File: src/rtl/regfile_pkg.sv
// Shared defaults and types for the scoreboarded register file.
// Latency: n/a (declarations only).
// Backpressure: n/a.
package regfile_pkg;

    localparam int DATA_W_DEF = 32;
    localparam int ADDR_W_DEF = 5;
    localparam int NUM_RD_MAX = 4;

    typedef logic [ADDR_W_DEF-1:0] reg_addr_t;
    typedef logic [DATA_W_DEF-1:0] reg_data_t;

endpackage

File: src/rtl/regfile_scoreboard.sv
// Per-register busy tracking for in-flight producers, plus registered busy count.
// Latency: issue/writeback change busy_o and busy_cnt_o one edge after they are sampled.
// Backpressure: none; every issue and writeback is accepted, issue wins on a same-address collision.
//
// Ports:
//   clk_i, rst_n_i          clock, async active-low reset
//   iss_en_i, iss_addr_i    destination of an issuing instruction (sets busy)
//   wb_en_i, wb_addr_i      writeback destination (clears busy)
//   busy_o                  one busy bit per register, bit 0 always 0
//   busy_cnt_o              popcount of busy_o
module regfile_scoreboard
    import regfile_pkg::*;
#(
    parameter int ADDR_W = ADDR_W_DEF
) (
    input  logic                  clk_i,
    input  logic                  rst_n_i,
    input  logic                  iss_en_i,
    input  logic [ADDR_W-1:0]     iss_addr_i,
    input  logic                  wb_en_i,
    input  logic [ADDR_W-1:0]     wb_addr_i,
    output logic [2**ADDR_W-1:0]  busy_o,
    output logic [ADDR_W:0]       busy_cnt_o
);

    localparam int DEPTH = 2**ADDR_W;

    logic [DEPTH-1:0] busy_q;
    logic [DEPTH-1:0] busy_nxt;
    logic [ADDR_W:0]  cnt_q;
    logic [ADDR_W:0]  cnt_nxt;

    // Writeback clears first, then issue sets, so a same-cycle issue to the
    // same register leaves it busy for the new producer.
    always_comb begin
        busy_nxt = busy_q;
        if (wb_en_i && (wb_addr_i != '0)) begin
            busy_nxt[wb_addr_i] = 1'b0;
        end
        if (iss_en_i && (iss_addr_i != '0)) begin
            busy_nxt[iss_addr_i] = 1'b1;
        end
        busy_nxt[0] = 1'b0;
    end

    // Counting the next-state vector keeps the count registered yet exactly
    // aligned with busy_q.
    always_comb begin
        cnt_nxt = '0;
        for (int i = 0; i < DEPTH; i++) begin
            cnt_nxt = cnt_nxt + {{ADDR_W{1'b0}}, busy_nxt[i]};
        end
    end

    always_ff @(posedge clk_i or negedge rst_n_i) begin
        if (!rst_n_i) begin
            busy_q <= '0;
            cnt_q  <= '0;
        end else begin
            busy_q <= busy_nxt;
            cnt_q  <= cnt_nxt;
        end
    end

    assign busy_o     = busy_q;
    assign busy_cnt_o = cnt_q;

endmodule

File: src/rtl/regfile_sb.sv
// Multi-read-port register file with writeback port, r0 hardwired to zero and RAW scoreboard.
// Latency: reads are combinational (0 cycles); writes visible next cycle, or same cycle with bypass.
// Backpressure: none internally; stall_o asks the pipeline to hold while a read source is busy.
//
// Ports:
//   clk_i, rst_n_i                  clock, async active-low reset
//   rd_addr_i / rd_data_o / rd_busy_o   NUM_RD read ports, port k packed at [k*W +: W]
//   iss_en_i, iss_addr_i            instruction issue with destination register
//   wb_en_i, wb_addr_i, wb_data_i   writeback port
//   stall_o                         OR of rd_busy_o
//   busy_cnt_o                      number of busy registers
// Build option: define REGFILE_SB_BYPASS_EN to forward a same-cycle writeback
// to matching read ports and mask their busy flag.
module regfile_sb
    import regfile_pkg::*;
#(
    parameter int DATA_W = DATA_W_DEF,
    parameter int ADDR_W = ADDR_W_DEF,
    parameter int NUM_RD = 2
) (
    input  logic                     clk_i,
    input  logic                     rst_n_i,
    input  logic [NUM_RD*ADDR_W-1:0] rd_addr_i,
    output logic [NUM_RD*DATA_W-1:0] rd_data_o,
    output logic [NUM_RD-1:0]        rd_busy_o,
    input  logic                     iss_en_i,
    input  logic [ADDR_W-1:0]        iss_addr_i,
    input  logic                     wb_en_i,
    input  logic [ADDR_W-1:0]        wb_addr_i,
    input  logic [DATA_W-1:0]        wb_data_i,
    output logic                     stall_o,
    output logic [ADDR_W:0]          busy_cnt_o
);

    localparam int DEPTH = 2**ADDR_W;

    if ((NUM_RD < 1) || (NUM_RD > NUM_RD_MAX)) begin : g_bad_num_rd
        $error("regfile_sb: NUM_RD must be in 1..4");
    end

    logic [DATA_W-1:0] mem_q [DEPTH];
    logic [DEPTH-1:0]  busy;

    regfile_scoreboard #(
        .ADDR_W (ADDR_W)
    ) u_scoreboard (
        .clk_i      (clk_i),
        .rst_n_i    (rst_n_i),
        .iss_en_i   (iss_en_i),
        .iss_addr_i (iss_addr_i),
        .wb_en_i    (wb_en_i),
        .wb_addr_i  (wb_addr_i),
        .busy_o     (busy),
        .busy_cnt_o (busy_cnt_o)
    );

    // Entry 0 is never written, so it stays at its reset value of zero.
    always_ff @(posedge clk_i or negedge rst_n_i) begin
        if (!rst_n_i) begin
            for (int i = 0; i < DEPTH; i++) begin
                mem_q[i] <= '0;
            end
        end else if (wb_en_i && (wb_addr_i != '0)) begin
            mem_q[wb_addr_i] <= wb_data_i;
        end
    end

    for (genvar k = 0; k < NUM_RD; k++) begin : g_rd
        logic [ADDR_W-1:0] addr;
        logic              hit;

        assign addr = rd_addr_i[k*ADDR_W +: ADDR_W];

`ifdef REGFILE_SB_BYPASS_EN
        // Gated by reset so the forwarding path cannot leak wb_data_i while
        // the array is held clear.
        assign hit = rst_n_i && wb_en_i && (wb_addr_i == addr) && (addr != '0);
`else
        assign hit = 1'b0;
`endif

        always_comb begin
            rd_data_o[k*DATA_W +: DATA_W] = '0;
            rd_busy_o[k]                  = 1'b0;
            if (rst_n_i && (addr != '0)) begin
                if (hit) begin
                    rd_data_o[k*DATA_W +: DATA_W] = wb_data_i;
                end else begin
                    rd_data_o[k*DATA_W +: DATA_W] = mem_q[addr];
                    rd_busy_o[k]                  = busy[addr];
                end
            end
        end
    end

    assign stall_o = |rd_busy_o;

endmodule

File: config.mk
export PLATFORM = sky130hd
export DESIGN_NAME = regfile_sb
export DESIGN_NICKNAME = d
export VERILOG_FILES = /design/src/rtl/regfile_pkg.sv /design/src/rtl/regfile_scoreboard.sv /design/src/rtl/regfile_sb.sv
export SDC_FILE = /design/constraint.sdc
export NUM_CORES = 2
export LEC_CHECK = 0
export CAP_MARGIN = 20
export CORE_UTILIZATION = 50
export CTS_BUF_LIST = sky130_fd_sc_hd__clkbuf_4 sky130_fd_sc_hd__clkbuf_8 sky130_fd_sc_hd__clkbuf_16
export DETAILED_ROUTE_END_ITERATION = 8
export PLACE_DENSITY_LB_ADDON = 0.05
export SLEW_MARGIN = 20
export SYNTH_ARGS = -nofsm -noshare
export SYNTH_HDL_FRONTEND = slang
export SYNTH_SLANG_ARGS = --single-unit
File: constraint.sdc
create_clock -name clk_i -period 6.42 [get_ports clk_i]
set_clock_uncertainty 0.1 [all_clocks]
set_input_delay 0.963 -clock clk_i [delete_from_list [all_inputs] [get_ports clk_i]]
set_output_delay 0.963 -clock clk_i [all_outputs]
set_load 0.05 [all_outputs]
Yosys cells after proc, flatten, opt, wreduce, memory -nomap -nowiden. Index checks and enable logic that the tools add are counted.

Bits in registers: 1061. Bits of input ports: 56. Output and inout port bits: 73.

Add/sub/neg operators: 30. $lt $le $gt $ge: 10. Multiplexer cells: 23. Bitwise operators: 6. Reductions and logical operators: 12.

Operators with widths (number): bitwise mux 1024 bit (1); binary-select mux 32 bit (select 5 bit) (2); two-way mux 32 bit (9); adder 6 x 1 -> 6 bit (29); demux 32 bit (select 5 bit) (1); AND 32 bit (1); NOT 32 bit (1); OR 32 bit (1); < comparator 5 x 6 -> 1 bit, second input constant (4); nonzero test 5 bit (4); >= comparator 6 bit, second input constant (3); NOT 5 -> 6 bit (3); binary-select mux 1 bit (select 5 bit) (2); demux 1 bit (select 5 bit) (2); >= comparator 5 x 1 -> 1 bit, second input constant (2); logical AND 1 bit (7); < comparator 6 x 1 -> 1 bit, second input constant (1); two-way mux 1 bit (6); adder 1 x 1 -> 2 bit (1); OR reduction 2 bit (1).

Depth between registers and ports, before layout.
Word-level depth: 39. Mapped depth: 24.

Cells and area by module. Synthesis repeated with hierarchy kept, for this count alone.

Cell total of the unflattened synthesis: 4202. Area, all modules: 57755.4 µm².

By module, submodules not included: regfile_sb (times used 1, cells an instance 3979, area each 55415.6 µm²); regfile_scoreboard (times used 1, cells an instance 223, area each 2339.7 µm²).

Worst setup path before layout. No wires, ideal clock.

Path kind: input to register. From: input wb_addr_i[0]. To: register u_scoreboard.cnt_q[4] (netlist: u_scoreboard.busy_cnt_o[4]). Arrival time: 6.326 ns. Required time: 6.197 ns. Setup slack: -0.128 ns. Stages: 24. Cell sequence: clkbuf_1 > nor2b_1 > clkbuf_1 > nand2_1 > buf_1 > a22o_1 > ha_1 > inv_1 > fa_1 > inv_1 > fa_1 > fa_1 > fa_1 > inv_1 > fa_1 > inv_1 > fa_1 > ha_1 > inv_1 > fa_1 > inv_1 > a21o_1 > a21oi_1 > xnor2_1.

Cells in the longest elaborated chain, start to end: 39.

Ends and longest elaborated chain: start: declaration (line regfile_sb.sv:29) `input logic [ADDR_W-1:0] wb_addr_i,`; < comparator 5 x 6 -> 1 bit (not written as such) or >= comparator 5 x 1 -> 1 bit (tied branches) (line regfile_scoreboard.sv:38) `busy_nxt[wb_addr_i] = 1'b0;`; logical AND 1 bit (not written as such) (line regfile_scoreboard.sv:38); two-way mux 1 bit (not written as such) (line regfile_scoreboard.sv:38); demux 1 bit (select 5 bit); NOT 32 bit (no source line); AND 32 bit (no source line); two-way mux 32 bit * (line regfile_scoreboard.sv:37) `if (wb_en_i && (wb_addr_i != '0)) begin`; OR 32 bit (no source line); two-way mux 32 bit * (line regfile_scoreboard.sv:40) `if (iss_en_i && (iss_addr_i != '0)) begin`; net u_scoreboard.busy_nxt[1] (line regfile_scoreboard.sv:29) `logic [DEPTH-1:0] busy_nxt;`; adder 1 x 1 -> 2 bit * (line regfile_scoreboard.sv:51) `cnt_nxt = cnt_nxt + {{ADDR_W{1'b0}}, busy_nxt[i]};`; adder 6 x 1 -> 6 bit * (29 in series) (line regfile_scoreboard.sv:51); net u_scoreboard.cnt_nxt[4] (line regfile_scoreboard.sv:31) `logic [ADDR_W:0] cnt_nxt;`; end signal: assignment (line regfile_scoreboard.sv:61) `cnt_q <= cnt_nxt;`; end: declaration (line regfile_scoreboard.sv:30) `logic [ADDR_W:0] cnt_q;`.

Mark *: on every way through the listed nets, which the timed path passes. The rest lies on a longest branch. A chain may end at the register's enable or synchronous reset.

Worst setup path after layout.
From: input wb_addr_i[2]. To: register u_scoreboard.cnt_q[4] (netlist: u_scoreboard.busy_cnt_o[4]).

Same word-level chain as after synthesis.

==> flow_metrics.py <==
metrics = {
    "worst_setup_path": {
        "reg2reg_slack_ns": 1.06,
        "end_kind": "register",
        "cpMaxStageDelayCell": "fa_1",
        "cp_num_cells": 23,
        "endpoint": "u_scoreboard.busy_cnt_o[4]",
        "critPathTopFamily": "adder cells",
        "startpoint_type": "primary input",
        "timing.rr.start": "u_scoreboard.busy_o[2]",
        "crit_arrival_ns": 6.67,
        "cpMostUsedCell": "fa_1",
        "r2r_end": "u_scoreboard.busy_cnt_o[4]",
        "cp_max_fo": 3,
        "rr_worst_depth": 19,
        "crit_start": "wb_addr_i[2]",
        "path_class": "primary input to register",
        "max_stage_delay_ns": 0.53,
        "path_buf_inv": 7,
        "path_cells": "clkdlybuf4s50_1 -> nand2b_1 -> nor3_2 -> nand2_2 -> a22o_1 -> ha_1 -> inv_1 -> fa_1 -> inv_1 -> fa_1 -> fa_1 -> fa_1 -> inv_1 -> fa_1 -> inv_1 -> fa_1 -> ha_1 -> inv_1 -> fa_1 -> inv_1 -> a21o_1 -> a21oi_1 -> xnor2_1",
        "crit_required_ns": 6.90,
    },
    "die": {
        "core_sq_um": 112000,
        "pin_count": 129,
        "fp.dieH_microns": 339,
        "dieArea_sq_um": 115000,
        "std_cell_rows": 123,
        "initial_core_util_pct": 50.4,
        "die_w_microns": 339,
    },
    "logic_synthesis": {
        "synth_warnings": 0,
        "syn_nets": 3939,
        "ys_types": 54,
        "synth_edf_count": 0,
        "yosysSeqAreaShare_pct": 46.8,
        "synth_flop_cell": "dfrtp_1",
        "synthTopCellsByCount": "dfrtp_1, mux2_2, mux4_2",
        "netlist_instances": 3851,
        "synth_area_sq_um": 56700,
        "yosysTopAreaCell": "dfrtp_1",
        "netlist_top_cells_area": "dfrtp_1, mux4_2, mux2_2, nand2_1, mux2i_1",
        "yosysMostFrequentCell": "dfrtp_1",
        "avgSynthCellArea_sq_um": 14.7,
        "synth-seq-cells": 1061,
        "postSynth.asyncResetShare_pct": 100,
        "synth_top_area_share_pct": 46.8,
    },
    "finish": {
        "fin_util_pct": 56.8,
        "area_growth_pct": 12.7,
        "drive_gt1_share_pct": 48.2,
        "finalNetCount": 3944,
    },
    "sta": {
        "hold_viol_final": 0,
        "rsz0062_at_grt": "false",
        "fmax_ghz": 0.162,
        "setup_violations": 0,
        "relSlewSlack_pct": 23.3,
        "min_period_ns": 6.18,
        "slew_viol_final": 0,
        "worstMarginPinSlew_ns": 1.15,
        "fin_crit_sh_pct": 96.3,
    },
    "clock_tree": {
        "root_buffer": "clkbuf_16",
        "clk_pin_slew_worst_paths_ns": 0.06,
        "cts_sinks": 1061,
        "cts_buffers": 119,
        "cts_max_level": 3,
        "post-cts-setup-buffer-count": 0,
        "insertion_delay_ns": 0.72,
        "cts_tree": "built",
        "clockBufferDepth": 3,
    },
    "power_and_ir_drop": {
        "power_mw": 23.1,
        "peakVddDrop_mv": 1.64,
        "power.density_nw_per_um2": 362,
        "p_leak_nw": 28.1,
    },
    "job": {
        "cap_violations": 0,
    },
    "worst_hold_path": {
        "min_from": "mem_q[1010]",
        "holdPathStages": 0,
        "hp-class": "register to register",
    },
    "placed_design": {
        "numPortBuffers": 128,
        "gp_congestion": 0.837,
        "dp_hpwl_microns": 99400,
    },
    "run_status": {
        "status": "complete, no violations",
    },
    "routing": {
        "routed.top_layer": "met5",
        "drt-wirelength-per-cell_microns": 31.9,
        "route.met3.wl_microns": 12000,
        "met2_length_microns": 84700,
        "drc_errors": 0,
        "drt-met1-wl_microns": 71400,
        "viasPerCell": 6.51,
        "wl_microns": 174000,
        "num_vias": 35500,
        "antenna_left": 0,
        "drt_first_iter_violations": 2839,
        "detailedRoute.firstPassIterationCount": 6,
    },
    "grt": {
        "antenna_found_initial": 5,
        "overflow": 0,
        "track_usage_pct": 31.0,
        "grt_max_degree": 179,
        "grt_pass1_wl_microns": 262000,
        "first_global_vias": 38700,
    },
}
-- report_power, final --
part	leakage, nW	total [mW]	switching [mW]	internal, mW
clock network	2.10	7.17	2.86	4.31
logic	12.4	6.98	3.09	3.89
registers	13.6	8.96	0.931	8.03
-- kinds of logic (layout without fill, tap and decap cells) --
kind of cell	Yosys count	in the layout	share of synthesized area, %
adder cells (fa/ha/maj)	32	32	1.01
other	0	1	0
flip-flops	1061	1061	46.8
AO/OA/AOI/OAI	132	132	1.83
buffers and inverters	475	578	3.58
XOR/XNOR	3	3	0.0463
multiplexers	1588	1588	42.8
AND/OR/NAND/NOR	560	560	3.98
-- per-stage QoR --
step / area [sq um] / hold WS, ns / setup WS (ns) / TNS [ns] / instances
after CTS: 64000 / 0.296 / 0.237 / 0 / 5454
after global placement: 59800 / 0.276 / -0.512 / -1.50 / 5232
final: 63900 / 0.292 / 0.237 / 0 / 5455
after global routing: 63900 / 0.311 / 0.0523 / 0 / 5454
after floorplan: 56800 / 0.341 / 0.00355 / 0 / 3851
after detailed placement: 59800 / 0.283 / -0.520 / -1.57 / 5234
-- what timing repair did --
| action | 4_1_cts | 5_1_grt |
|---|---|---|
| hold endpoints to repair | 26 | 0 |
| setup endpoints to repair | 0 | 1 |
| hold buffers | 1 | 0 |
| gates resized for setup | 0 | 1 |
-- layout by cell type, fill, tap and decap left out, types with 9 or more instances in the layout --
cell and instances:
bufinv_16 9, clkbuf_16 122, clkbuf_8 33, clkbuf_4 26, mux2_2 870, clkinv_2 22, nand2_1 464, clkdlybuf4s50_1 107
mux2i_1 136, fa_1 23, inv_1 60, ha_1 9, nor2b_1 9, buf_4 150, nand2_2 17, o21ai_0 14
dfrtp_1 1061, nor2_1 9, mux4_2 582, o221ai_1 62, nor2_4 12, buf_2 12, buf_12 19
-- how the worst min path moves through the flow --
stage | end | slack, ns
final | mem_q[1010] | 0.29
after global routing | mem_q[1022] | 0.31
after CTS | mem_q[1010] | 0.30
after detailed placement | mem_q[1018] | 0.28
after global placement | mem_q[997] | 0.28
after floorplan | mem_q[1000] | 0.34
-- cell type report --
cell class / instances / area, sq um
clock inverters: 38 / 447
diodes: 1 / 2.50
multi-input cells: 2315 / 28300
well taps: 1500 / 1880
inverters: 60 / 225
clock buffers: 181 / 3700
repair buffers: 299 / 2780
fillers: 8788 / 48600
flip-flops and latches: 1061 / 26600
-- metal layers --
layer / GRT usage [%] / vias up
met1: 42.7 / 19400
met3: 5.94 / 351
li1: - / 14500
met2: 50.0 / 1280
met4: 9.92 / 4
met5: 0 / -
-- registers in the layout (all words and copies together) (netlist names) --
register	count
mem_q	1024
u_scoreboard.busy_cnt_o	6
u_scoreboard.busy_o	31
No activity file was read; power rests on OpenSTA's default activity.
